### config.mk
export PLATFORM = sky130hd
export DESIGN_NAME = mmio_timer_bridge
export DESIGN_NICKNAME = d
export VERILOG_FILES = /design/src/rtl/mmio_timer_bridge_pkg.sv /design/src/rtl/mmio_timer_bridge_timer_core.sv /design/src/rtl/mmio_timer_bridge.sv
export SDC_FILE = /design/constraint.sdc
export NUM_CORES = 1
export LEC_CHECK = 0
export BUFFER_PORTS_ARGS = -buffer_cell sky130_fd_sc_hd__buf_2
export CORE_MARGIN = 4
export CORE_UTILIZATION = 50
export CTS_CLUSTER_DIAMETER = 40
export DETAILED_ROUTE_END_ITERATION = 7
export PLACE_DENSITY = 0.93
export SLEW_MARGIN = 10
export SYNTH_ARGS = -nofsm -noshare
export SYNTH_HDL_FRONTEND = slang
export SYNTH_SLANG_ARGS = --single-unit
### constraint.sdc
create_clock -name clk -period 7.89 [get_ports clk]
set_input_delay 1.9725 -clock clk [delete_from_list [all_inputs] [get_ports clk]]
set_output_delay 1.9725 -clock clk [all_outputs]
set_load 0.1 [all_outputs]
### src/rtl/mmio_timer_bridge_pkg.sv
// Shared constants and types for the MMIO bridge: address map, timer register
// offsets, CTRL bit positions, mode encodings and the timer FSM state type.
package mmio_timer_bridge_pkg;

  localparam logic [31:0] DM_BASE  = 32'h0000_0000;
  localparam logic [31:0] DM_LIMIT = 32'h0000_2FFF;
  localparam logic [31:0] TMR_BASE = 32'h0000_7F00;
  localparam int          CNT_W    = 32;

  // Word offsets within the timer block, i.e. cpu_addr[3:2]
  localparam logic [1:0] CTRL_OFF   = 2'd0;
  localparam logic [1:0] PRESET_OFF = 2'd1;
  localparam logic [1:0] COUNT_OFF  = 2'd2;

  localparam int EN_BIT   = 0;
  localparam int MODE_LSB = 1;
  localparam int MODE_MSB = 2;
  localparam int IM_BIT   = 3;

  localparam logic [1:0] MODE_ONESHOT = 2'b00;
  localparam logic [1:0] MODE_RELOAD  = 2'b01;

  typedef enum logic [1:0] {
    IDLE = 2'd0,
    LOAD = 2'd1,
    CNT  = 2'd2,
    INT  = 2'd3
  } tmr_state_e;

endpackage

### src/rtl/mmio_timer_bridge_timer_core.sv
// Countdown timer: CTRL/PRESET/COUNT registers, the IDLE/LOAD/CNT/INT FSM and
// the masked interrupt request. Handshake: we is a single-cycle write strobe.
module mmio_timer_bridge_timer_core
  import mmio_timer_bridge_pkg::*;
(
  input  logic        clk,
  input  logic        reset,
  input  logic        we,
  input  logic [1:0]  offset,
  input  logic [31:0] wdata,
  output logic [31:0] rdata,
  output logic        irq,
  output tmr_state_e  dbg_state,
  output logic        dbg_irq_flag
);

  logic [IM_BIT:0]  ctrl_q, ctrl_d;
  logic [CNT_W-1:0] preset_q, preset_d;
  logic [CNT_W-1:0] count_q, count_d;
  tmr_state_e       state_q, state_d;
  logic             irq_flag_q, irq_flag_d;
  logic             set_flag;
  logic             wr_ctrl, wr_preset;

  assign wr_ctrl   = we && (offset == CTRL_OFF);
  assign wr_preset = we && (offset == PRESET_OFF);

  always_comb begin
    ctrl_d     = ctrl_q;
    preset_d   = preset_q;
    count_d    = count_q;
    state_d    = state_q;
    irq_flag_d = irq_flag_q;
    set_flag   = 1'b0;

    case (state_q)
      IDLE: if (ctrl_q[EN_BIT]) state_d = LOAD;
      LOAD: begin
        count_d = preset_q;
        state_d = CNT;
      end
      CNT: begin
        if (!ctrl_q[EN_BIT]) begin
          state_d = IDLE;
        end else if (count_q <= CNT_W'(1)) begin
          // A zero preset lands here too, so COUNT never wraps
          count_d  = '0;
          set_flag = 1'b1;
          state_d  = INT;
        end else begin
          count_d = count_q - CNT_W'(1);
        end
      end
      INT: begin
        if (ctrl_q[MODE_MSB:MODE_LSB] == MODE_RELOAD) begin
          irq_flag_d = 1'b0;
          state_d    = LOAD;
        end else begin
          ctrl_d[EN_BIT] = 1'b0;
          state_d        = IDLE;
        end
      end
      default: state_d = IDLE;
    endcase

    // CPU writes override the FSM's EN clear; a flag set in the same edge wins
    if (wr_ctrl)   ctrl_d   = wdata[IM_BIT:0];
    if (wr_preset) preset_d = wdata[CNT_W-1:0];
    if (wr_ctrl || wr_preset) irq_flag_d = 1'b0;
    if (set_flag) irq_flag_d = 1'b1;
  end

  always_ff @(posedge clk or negedge reset) begin
    if (!reset) begin
      ctrl_q     <= '0;
      preset_q   <= '0;
      count_q    <= '0;
      state_q    <= IDLE;
      irq_flag_q <= 1'b0;
    end else begin
      ctrl_q     <= ctrl_d;
      preset_q   <= preset_d;
      count_q    <= count_d;
      state_q    <= state_d;
      irq_flag_q <= irq_flag_d;
    end
  end

  always_comb begin
    rdata = '0;
    case (offset)
      CTRL_OFF:   rdata[IM_BIT:0]  = ctrl_q;
      PRESET_OFF: rdata[CNT_W-1:0] = preset_q;
      COUNT_OFF:  rdata[CNT_W-1:0] = count_q;
      default:    rdata = '0;
    endcase
  end

  assign irq          = irq_flag_q & ctrl_q[IM_BIT];
  assign dbg_state    = state_q;
  assign dbg_irq_flag = irq_flag_q;

endmodule

### src/rtl/mmio_timer_bridge.sv
// M-stage data port bridge: decodes each access to data memory (pass-through),
// the timer register block, or nothing, and muxes read data back to the CPU.
module mmio_timer_bridge
  import mmio_timer_bridge_pkg::*;
(
  input  logic        clk,
  input  logic        reset,
  input  logic [31:0] cpu_addr,
  input  logic [31:0] cpu_wdata,
  input  logic [3:0]  cpu_byteen,
  output logic [31:0] cpu_rdata,
  output logic [31:0] dm_addr,
  output logic [31:0] dm_wdata,
  output logic [3:0]  dm_byteen,
  input  logic [31:0] dm_rdata,
  output logic        irq
);

  logic        sel_dm;
  logic        sel_tmr;
  logic        tmr_we;
  logic [31:0] tmr_rdata;
  tmr_state_e  tmr_state_unused;
  logic        tmr_flag_unused;

  // Offset compare keeps the lower bound meaningful even when DM_BASE is zero
  assign sel_dm  = (cpu_addr - DM_BASE) <= (DM_LIMIT - DM_BASE);
  assign sel_tmr = (cpu_addr[31:4] == TMR_BASE[31:4]) && (cpu_addr[3:2] != 2'b11);
  assign tmr_we  = sel_tmr && (cpu_byteen == 4'b1111);

  assign dm_addr   = cpu_addr;
  assign dm_wdata  = cpu_wdata;
  assign dm_byteen = sel_dm ? cpu_byteen : 4'b0000;

  always_comb begin
    cpu_rdata = 32'h0;
    if (sel_dm)       cpu_rdata = dm_rdata;
    else if (sel_tmr) cpu_rdata = tmr_rdata;
  end

  mmio_timer_bridge_timer_core u_timer_core (
    .clk          (clk),
    .reset        (reset),
    .we           (tmr_we),
    .offset       (cpu_addr[3:2]),
    .wdata        (cpu_wdata),
    .rdata        (tmr_rdata),
    .irq          (irq),
    .dbg_state    (tmr_state_unused),
    .dbg_irq_flag (tmr_flag_unused)
  );

endmodule

==> flow_metrics.py, run 1 <==
metrics = {
    "floorplan": {
        "dieArea_sq_mm": 0.0117,
        "ios": 203,
        "start_util_pct": 51.4,
        "die-height_um": 108,
        "die_x_um": 108,
        "coreArea_sq_mm": 0.00977,
        "std_cell_rows": 36,
    },
    "logic_synthesis": {
        "yosysWarnings": 0,
        "syn_nets": 669,
        "netlist_area_sq_mm": 0.00502,
        "yosysSeqAreaShare_pct": 35.4,
        "syn_inst": 561,
        "yosys.area.top_type": "dfrtp_1",
        "synth-async-reset-ratio_pct": 100,
        "synth_edf_count": 0,
        "ys_types": 59,
        "synth_ff_type": "dfrtp_1",
        "synth_area_leaders": "dfrtp_1, buf_4, a22oi_1, mux2_2, nand2_1",
        "avgSynthCellArea_sq_um": 8.95,
        "synth_top_area_share_pct": 35.4,
        "synth_seq_cells": 71,
    },
    "route": {
        "wl_um": 14800,
        "ant_nets": 0,
        "wire_per_inst_um": 18.3,
        "via_per_inst": 6.07,
        "drc": 0,
        "firstDrtPassIters": 6,
        "drtIter0Drc": 530,
        "via_count": 4923,
    },
    "finish": {
        "fill_cells": 866,
        "final_cell_count_no_fill": 811,
        "syn_to_final_growth_pct": 15.1,
        "nNetsFinal": 783,
        "final_cell_mix": "buf_2, dfrtp_1, nand2_1",
        "final_common_cell": "buf_2",
        "drive_gt1_share_pct": 37.9,
        "diodes": 0,
    },
    "sta": {
        "slew_viol_final": 0,
        "worst_pin_slew_ns": 1.21,
        "fmax_mhz": 148,
        "period_minus_slack_ns": 6.75,
        "rsz0062_at_grt": "no",
        "setup_viol": 0,
        "setup-tns-final_ns": 0,
        "hold_violations": 0,
        "max_slew_margin_pct": 18.9,
        "min_period_over_period_pct": 85.5,
        "skew_ns": 0.0115,
    },
    "global_routing": {
        "grt_pass1_vias": 4684,
        "grt_overflow": 0,
        "antenna_found_initial": 0,
        "grt_pass1_wl_um": 23200,
        "grt_max_degree": 72,
        "grt_usage_pct": 24.6,
    },
    "critical_path": {
        "cp-start-kind": "primary input",
        "crit_required_ns": 5.92,
        "rr_worst_depth": 5,
        "crit_path_frequent_cell": "buf_2",
        "worstPathArrival_ns": 4.77,
        "reg2reg_to": "u_timer_core.count_q[25]$_DFFE_PN0P_",
        "cpPeakStageDelay_ns": 0.67,
        "cp_max_fo": 28,
        "path_class": "in -> out",
        "crit_slowest_cell": "nand2_1",
        "endpoint_kind": "primary output",
        "rr_startpoint": "u_timer_core.count_q[14]$_DFFE_PN0P_",
        "crit_start": "cpu_addr[2]",
        "path_cells": "buf_2 -> ha_1 -> nor4bb_1 -> nand3_1 -> nor4_1 -> nand2_1 -> o21ai_0 -> buf_2",
        "rrSetupSlack_ns": 4.22,
    },
    "power_and_ir_drop": {
        "leakagePower_nw": 2.97,
        "irDropWorstVdd_mv": 0.0853,
        "power_density_mw_per_mm2": 140,
    },
    "clocking": {
        "insertion_delay_ns": 0.36,
        "ctsResizeCount": 0,
        "numCtsBuffers": 9,
        "ctsHoldBuffers": 0,
        "tritoncts": "built",
        "htree_num_levels": 3,
        "clk_path_buf_depth": 2,
        "postCtsSetupBuffers": 0,
        "clkTransAtPathRegs_ns": 0.06,
        "clock-sinks": 71,
        "clockRootBuffer": "clkbuf_8",
    },
    "job": {
        "drv_cap": 0,
    },
    "worst_hold_path": {
        "hp-class": "reg -> reg",
        "min_to": "u_timer_core.preset_q[23]$_DFFE_PN0P_",
        "min_path_cells": 1,
        "worstHoldStart": "u_timer_core.preset_q[23]$_DFFE_PN0P_",
    },
    "status": {
        "status": "finished, final reports clean",
    },
    "placement": {
        "io_buffers": 198,
        "place_congestion": 0.923,
        "dp_cells": 797,
        "dp_hpwl_um": 10400,
    },
}
worst max-delay path: cells and delay by family:
kind	cells	cell delay (ns)
buffers and inverters	2	0.60
AO/OA/AOI/OAI	1	0.41
adder cells (fa/ha/maj)	1	0.20
AND/OR/NAND/NOR	4	1.58
power by group:
part	switching, mW	internal [mW]	leakage, nW
clock network	0.130	0.128	0.0854
logic	0.156	0.0315	1.90
registers	0.00000000551	0.364	0.987
metal layers:
| layer | up-vias | wire length [um] | global-route usage (%) | part of all wire [%] |
|---|---|---|---|---|
| li1 | 2286 | - | - | - |
| met4 | 0 | 344 | 8.48 | 2.3 |
| met5 | - | 0 | 0 | 0 |
| met2 | 290 | 7170 | 40.4 | 48 |
| met3 | 36 | 1190 | 3.28 | 8.1 |
| met1 | 2311 | 6100 | 33.6 | 41 |
worst max-delay path by stage:
| stage | endpoint | slack (ns) | depth (start not counted) |
|---|---|---|---|
| after global routing | cpu_rdata[23] | 0.95 | 8 |
| after global placement | cpu_rdata[15] | 1.42 | 8 |
| after floorplan | cpu_rdata[11] | 0.57 | 7 |
| after CTS | cpu_rdata[21] | 1.11 | 8 |
| after detailed placement | cpu_rdata[21] | 1.13 | 8 |
| final | cpu_rdata[21] | 1.14 | 8 |
state kept, by name (all words and copies together), names as in the netlist:
register and cells:
u_timer_core.dbg_state 2, u_timer_core.dbg_irq_flag 1, u_timer_core.preset_q 32, u_timer_core.count_q 32, u_timer_core.ctrl_q 4
synthesized netlist by cell type, types with 7 or more instances:
master	instances
dfrtp_1	71
buf_4	66
nand2_1	60
a22oi_1	45
o21ai_0	37
clkbuf_1	30
mux2_2	22
nand3_1	19
nand4_1	17
a21oi_1	15
mux2_1	13
nor3_1	13
nor2_1	12
o311ai_1	10
or3_1	10
and3_1	9
o211ai_1	9
nor4_1	8
inv_1	7
per-stage QoR:
stage | setup WS [ns] | area, sq um | hold WS, ns | power (mW) | util, %
after floorplan | 0.567 | 5020 | 0.473 | 0.532 | -
after detailed placement | 1.13 | 5610 | 0.517 | 0.558 | 57.4
final | 1.14 | 5780 | 0.529 | 0.809 | 59.1
after CTS | 1.11 | 5780 | 0.531 | 0.810 | 59.1
after global placement | 1.42 | 5610 | 0.504 | 0.557 | 57.4
after global routing | 0.949 | 5780 | 0.548 | 0.831 | 59.1
cell families (layout without fill, tap and decap cells):
kind of cell / after synthesis / count (layout) / share of synthesized area, %
AND/OR/NAND/NOR: 195 / 195 / 22.2
AO/OA/AOI/OAI: 144 / 144 / 19.7
buffers and inverters: 109 / 226 / 13.2
flip-flops: 71 / 71 / 35.4
multiplexers: 36 / 36 / 8.05
adder cells (fa/ha/maj): 6 / 6 / 1.50
layout make-up:
type                    instances  area [sq um]  share of cell area [%]
well taps                     133           166                    2.88
clock inverters                 1          5.00                  0.0866
repair buffers                205          1040                    18.1
inverters                       7          26.3                   0.455
flip-flops and latches         71          1780                    30.7
clock buffers                  13           159                    2.75
multi-input cells             381          2600                    45.0
(Power assumes the default switching activity.)
==> run 2, diff against run 1 <==
CELL_PAD_IN_SITES_DETAIL_PLACEMENT = 1   (was unset)
CELL_PAD_IN_SITES_GLOBAL_PLACEMENT = 2   (was unset)
CORE_ASPECT_RATIO = 0.8   (was unset)
CORE_UTILIZATION = 30   (was 50)
PLACE_DENSITY = 0.95   (was 0.93)
==> flow_metrics.py, run 2 (synthesis results as in run 1) <==
metrics = {
    "status": {
        "status": "finished, final reports clean",
    },
    "power_and_ir_drop": {
        "irDropWorstVdd_mv": 0.0933,
        "sequentialPowerShare_pct": 39.6,
        "leakagePower_nw": 3.03,
        "swShare_pct": 34.2,
        "combPwrFrac_pct": 20.5,
        "p_int_uw": 605,
        "clock_power_share_pct": 40.0,
        "p_sw_uw": 315,
        "power_density_mw_per_mm2": 153,
    },
    "sta": {
        "skew_ns": 0.00551,
        "max_slew_margin_pct": 28.5,
        "worst_pin_slew_ns": 1.07,
        "setup_viol": 0,
        "min_period_over_period_pct": 83.4,
        "hold_violations": 0,
        "rsz0062_at_grt": "no",
        "fmax_mhz": 152,
        "period_minus_slack_ns": 6.58,
        "setup-tns-final_ns": 0,
        "setup_slack_ns": 1.31,
        "whs_ns": 0.526,
        "slew_viol_final": 0,
    },
    "floorplan": {
        "dieArea_sq_mm": 0.0189,
        "die_x_um": 153,
        "die-height_um": 124,
        "std_cell_rows": 42,
        "coreArea_sq_mm": 0.0165,
        "start_util_pct": 30.4,
        "ios": 203,
    },
    "finish": {
        "drive_gt1_share_pct": 38.5,
        "syn_to_final_growth_pct": 19.5,
        "top_regs": "u_timer_core.count_q: 32 flops, u_timer_core.preset_q: 32 flops, u_timer_core.ctrl_q: 4 flops",
        "final_cell_mix": "buf_2, dfrtp_1, nand2_1",
        "nNetsFinal": 784,
        "utilization_pct": 36.4,
        "final_common_cell": "buf_2",
        "diodes": 0,
        "fin_area_sq_mm": 0.00600,
    },
    "critical_path": {
        "path_cells": "buf_2 -> ha_1 -> nor4bb_1 -> nand3_1 -> nor4_1 -> nand2_1 -> buf_4 -> o21ai_0 -> buf_2",
        "cp_max_fo": 17,
        "crit_family": "simple AND/OR/NAND/NOR gates",
        "rrSetupSlack_ns": 4.21,
        "critPathBufInv": 3,
        "rr_startpoint": "u_timer_core.count_q[7]$_DFFE_PN0P_",
        "path_class": "in -> out",
        "crit_path_frequent_cell": "buf_2",
        "rr_worst_depth": 5,
        "endpoint_kind": "primary output",
        "worstPathArrival_ns": 4.61,
        "cpPeakStageDelay_ns": 0.47,
        "crit_required_ns": 5.92,
        "cp-start-kind": "primary input",
        "reg2reg_to": "u_timer_core.count_q[11]$_DFFE_PN0P_",
        "crit_slowest_cell": "nor4_1",
    },
    "placement": {
        "dp_hpwl_um": 12400,
        "postPlaceCellArea_sq_mm": 0.00574,
        "place_congestion": 0.817,
        "io_buffers": 198,
        "pre_cts_ws_ns": 1.23,
    },
    "global_routing": {
        "grt_pass1_wl_um": 26600,
        "grt_pass1_vias": 4850,
        "grt-busiest-layer": "met2",
        "use_met2_pct": 27.6,
        "use_met3_pct": 3.79,
        "grt_max_degree": 72,
        "antenna_found_initial": 0,
        "grt_usage_pct": 17.5,
        "grt_use_met1_pct": 25.0,
        "grt_overflow": 0,
    },
    "clocking": {
        "ctsHoldBuffers": 0,
        "clockRootBuffer": "clkbuf_16",
        "clk_path_buf_depth": 2,
        "numCtsBuffers": 9,
        "htree_num_levels": 3,
        "clkTransAtPathRegs_ns": 0.06,
        "ctsResizeCount": 0,
        "insertion_delay_ns": 0.34,
        "tritoncts": "built",
        "postCtsSetupBuffers": 0,
        "clock-sinks": 71,
    },
    "route": {
        "firstDrtPassIters": 4,
        "drtIter0Drc": 293,
        "via_per_inst": 5.28,
        "wl_um": 16800,
        "drc": 0,
        "wire_per_inst_um": 18.6,
        "via_count": 4756,
        "ant_nets": 0,
    },
    "worst_hold_path": {
        "hp-class": "reg -> reg",
        "min_to": "u_timer_core.preset_q[3]$_DFFE_PN0P_",
        "min_path_cells": 1,
        "worstHoldStart": "u_timer_core.preset_q[3]$_DFFE_PN0P_",
    },
    "job": {
        "drv_cap": 0,
    },
}
run 2: changes by cell type in the layout (fill, tap and decap cells not counted), sizes merged:
cell | previous run | this run
clkinv | 1 | 5
clkinvlp | 0 | 2
buf | 205 | 206
clkbuf | 13 | 9
run 2: layout make-up:
| class | count | area (sq um) |
|---|---|---|
| clock buffer | 9 | 225 |
| clock inverter | 7 | 40.0 |
| fill | 2006 | 10500 |
| inverter | 7 | 26.3 |
| multi-input combinational | 381 | 2600 |
| sequential | 71 | 1780 |
| tap | 220 | 275 |
| timing repair buffer | 206 | 1050 |
run 2: through the flow:
step	power, mW	cells
6_report	0.920	901
5_1_grt	0.957	901
4_1_cts	0.935	901
3_5_place_dp	0.560	885
3_3_place_gp	0.560	885
2_1_floorplan	0.532	561
run 2: power groups by stage:
stage          registers (mW)  clock network [mW]  logic, mW
2_1_floorplan           0.371                   0      0.161
3_3_place_gp            0.371                   0      0.189
3_5_place_dp            0.371                   0      0.190
4_1_cts                 0.364               0.381      0.190
5_1_grt                 0.364               0.397      0.196
6_report                0.364               0.368      0.188
run 2: worst max-delay path by stage:
stage,endpoint,slack (ns),from,cells after the start
after floorplan,cpu_rdata[11],0.57,cpu_addr[2],7
after global placement,cpu_rdata[25],1.40,cpu_addr[2],9
after detailed placement,cpu_rdata[30],1.23,cpu_addr[2],9
after global routing,cpu_rdata[30],0.97,cpu_addr[2],9
after CTS,cpu_rdata[30],1.22,cpu_addr[2],9
final,cpu_rdata[30],1.31,cpu_addr[2],9
run 2: worst reg2reg max path, cell delays in order (launching register included):
cell and delay (ns):
dfrtp_1 0.45, or4_1 0.75, nor4_4 0.35, nand4_2 0.87, nand2_1 0.91, o211ai_1 0.19
run 2: per-layer routing:
metal / share of wire, % / vias up
li1: - / 2289
met1: 49 / 2324
met4: 0.54 / 0
met2: 46 / 134
met3: 5.3 / 9
met5: 0 / -
==> run 3, diff against run 2 <==
CORE_UTILIZATION = 28   (was 30)
PLACE_DENSITY = 0.92   (was 0.95)
clock period = 6.3 ns   (was 7.89 ns; I/O delays follow)
==> flow_metrics.py, run 3 (synthesis results as in run 1) <==
metrics = {
    "clocking": {
        "insertion_delay_ns": 0.34,
        "tritoncts": "built",
        "postCtsSetupBuffers": 0,
        "numCtsBuffers": 9,
        "ctsHoldBuffers": 0,
        "ctsResizeCount": 0,
        "clkTransAtPathRegs_ns": 0.06,
        "clk_path_buf_depth": 2,
        "htree_num_levels": 3,
        "clock-sinks": 71,
        "clockRootBuffer": "clkbuf_16",
    },
    "sta": {
        "max_slew_margin_pct": 28.3,
        "min_period_over_period_pct": 85.8,
        "rsz0062_at_grt": "no",
        "slew_viol_final": 0,
        "period_minus_slack_ns": 5.40,
        "whs_ns": 0.527,
        "skew_ns": 0.00629,
        "hold_violations": 0,
        "setup_viol": 0,
        "worst_pin_slew_ns": 1.07,
        "fmax_mhz": 185,
    },
    "floorplan": {
        "std_cell_rows": 43,
        "ios": 203,
        "die_x_um": 158,
        "die-height_um": 128,
        "dieArea_sq_mm": 0.0202,
        "coreArea_sq_mm": 0.0175,
        "start_util_pct": 28.7,
    },
    "route": {
        "wl_um": 17100,
        "drtIter0Drc": 392,
        "firstDrtPassIters": 4,
        "wire_per_inst_um": 18.9,
        "ant_nets": 0,
        "via_per_inst": 5.32,
        "drc": 0,
        "via_count": 4824,
    },
    "critical_path": {
        "crit_slowest_cell": "nor4_1",
        "path_cells": "buf_2 -> ha_1 -> nor4bb_1 -> nand3_1 -> nor4_1 -> nand2_1 -> buf_4 -> o21ai_0 -> buf_2",
        "worstPathArrival_ns": 3.83,
        "endpoint_kind": "primary output",
        "crit_required_ns": 4.72,
        "cp-start-kind": "primary input",
        "crit_family": "simple AND/OR/NAND/NOR gates",
        "cpPeakStageDelay_ns": 0.46,
        "crit_path_frequent_cell": "buf_2",
        "critPathBufInv": 3,
        "cp_max_fo": 16,
        "path_class": "in -> out",
    },
    "finish": {
        "top_regs": "u_timer_core.count_q: 32 flops, u_timer_core.preset_q: 32 flops, u_timer_core.ctrl_q: 4 flops",
        "diodes": 0,
        "fill_cells": 2051,
        "drive_gt1_share_pct": 38.6,
        "utilization_pct": 36.0,
        "final_common_cell": "buf_2",
        "nNetsFinal": 785,
        "final_cell_mix": "buf_2, dfrtp_1, nand2_1",
        "syn_to_final_growth_pct": 25.5,
    },
    "global_routing": {
        "antenna_found_initial": 0,
        "grt_pass1_vias": 4979,
        "grt_max_degree": 72,
        "grt_pass1_wl_um": 27600,
        "grt_overflow": 0,
        "grt_usage_pct": 17.1,
    },
    "placement": {
        "place_congestion": 0.815,
        "io_buffers": 198,
        "dp_hpwl_um": 12600,
    },
    "power_and_ir_drop": {
        "irDropWorstVdd_mv": 0.123,
        "power_density_mw_per_mm2": 196,
        "leakagePower_nw": 3.10,
    },
    "job": {
        "drv_cap": 0,
    },
    "worst_hold_path": {
        "hp-class": "reg -> reg",
    },
    "status": {
        "status": "finished, final reports clean",
    },
}
## run 3: layer usage
metal / GRT usage [%] / share of wire (%) / vias to the layer above
met2: 26.0 / 44 / 129
met1: 25.5 / 51 / 2388
li1: - / - / 2292
met3: 2.77 / 4.7 / 15
met5: 0 / 0 / -
met4: 3.95 / 0.85 / 0
## run 3: area by class of cell
class                      count  area (sq um)  share of cell area [%]
multi-input combinational    381          2600                    41.3
sequential                    71          1780                    28.2
timing repair buffer         207          1300                    20.6
tap                          225           282                    4.47
clock buffer                   9           225                    3.57
clock inverter                 7          87.6                    1.39
inverter                       7          26.3                   0.417
## run 3: metrics by stage
step                std cells  setup TNS (ns)  area, sq um  worst slack [ns]  total power [mW]
floorplan                 561           -4.98         5020            -0.228             0.666
detailed placement        891               0         5990             0.901             0.702
CTS                       907               0         6300             0.889              1.25
global route              907               0         6300             0.641              1.27
finish                    907               0         6300             0.897              1.24
global placement          891               0         5990             0.989             0.701
## run 3: where the power goes
| group | internal, mW | switching (mW) |
|---|---|---|
| Clock | 0.343 | 0.201 |
| Combinational | 0.0394 | 0.196 |
| Sequential | 0.456 | 0.00000000731 |
## run 3: worst min-delay path, cell delays in order, from the launching register on
cell and delay, ns:
dfrtp_1 0.36, a21oi_1 0.07, o311ai_1 0.05
## run 3: final timing paths
check                                                     startpoint  cells past startpoint  slack (ns)                               endpoint
max in group asynchronous                                      reset                      1        4.31  u_timer_core.preset_q[26]$_DFFE_PN0P_
worst min register to register  u_timer_core.preset_q[5]$_DFFE_PN0P_                      2        0.53    u_timer_core.count_q[5]$_DFFE_PN0P_
worst max-delay path                                     cpu_addr[2]                      9        0.90                          cpu_rdata[18]
worst min-delay path            u_timer_core.preset_q[5]$_DFFE_PN0P_                      2        0.53    u_timer_core.count_q[5]$_DFFE_PN0P_
min in group asynchronous                                      reset                      1        1.35  u_timer_core.preset_q[14]$_DFFE_PN0P_
worst max register to register  u_timer_core.count_q[14]$_DFFE_PN0P_                      5        2.52    u_timer_core.count_q[4]$_DFFE_PN0P_
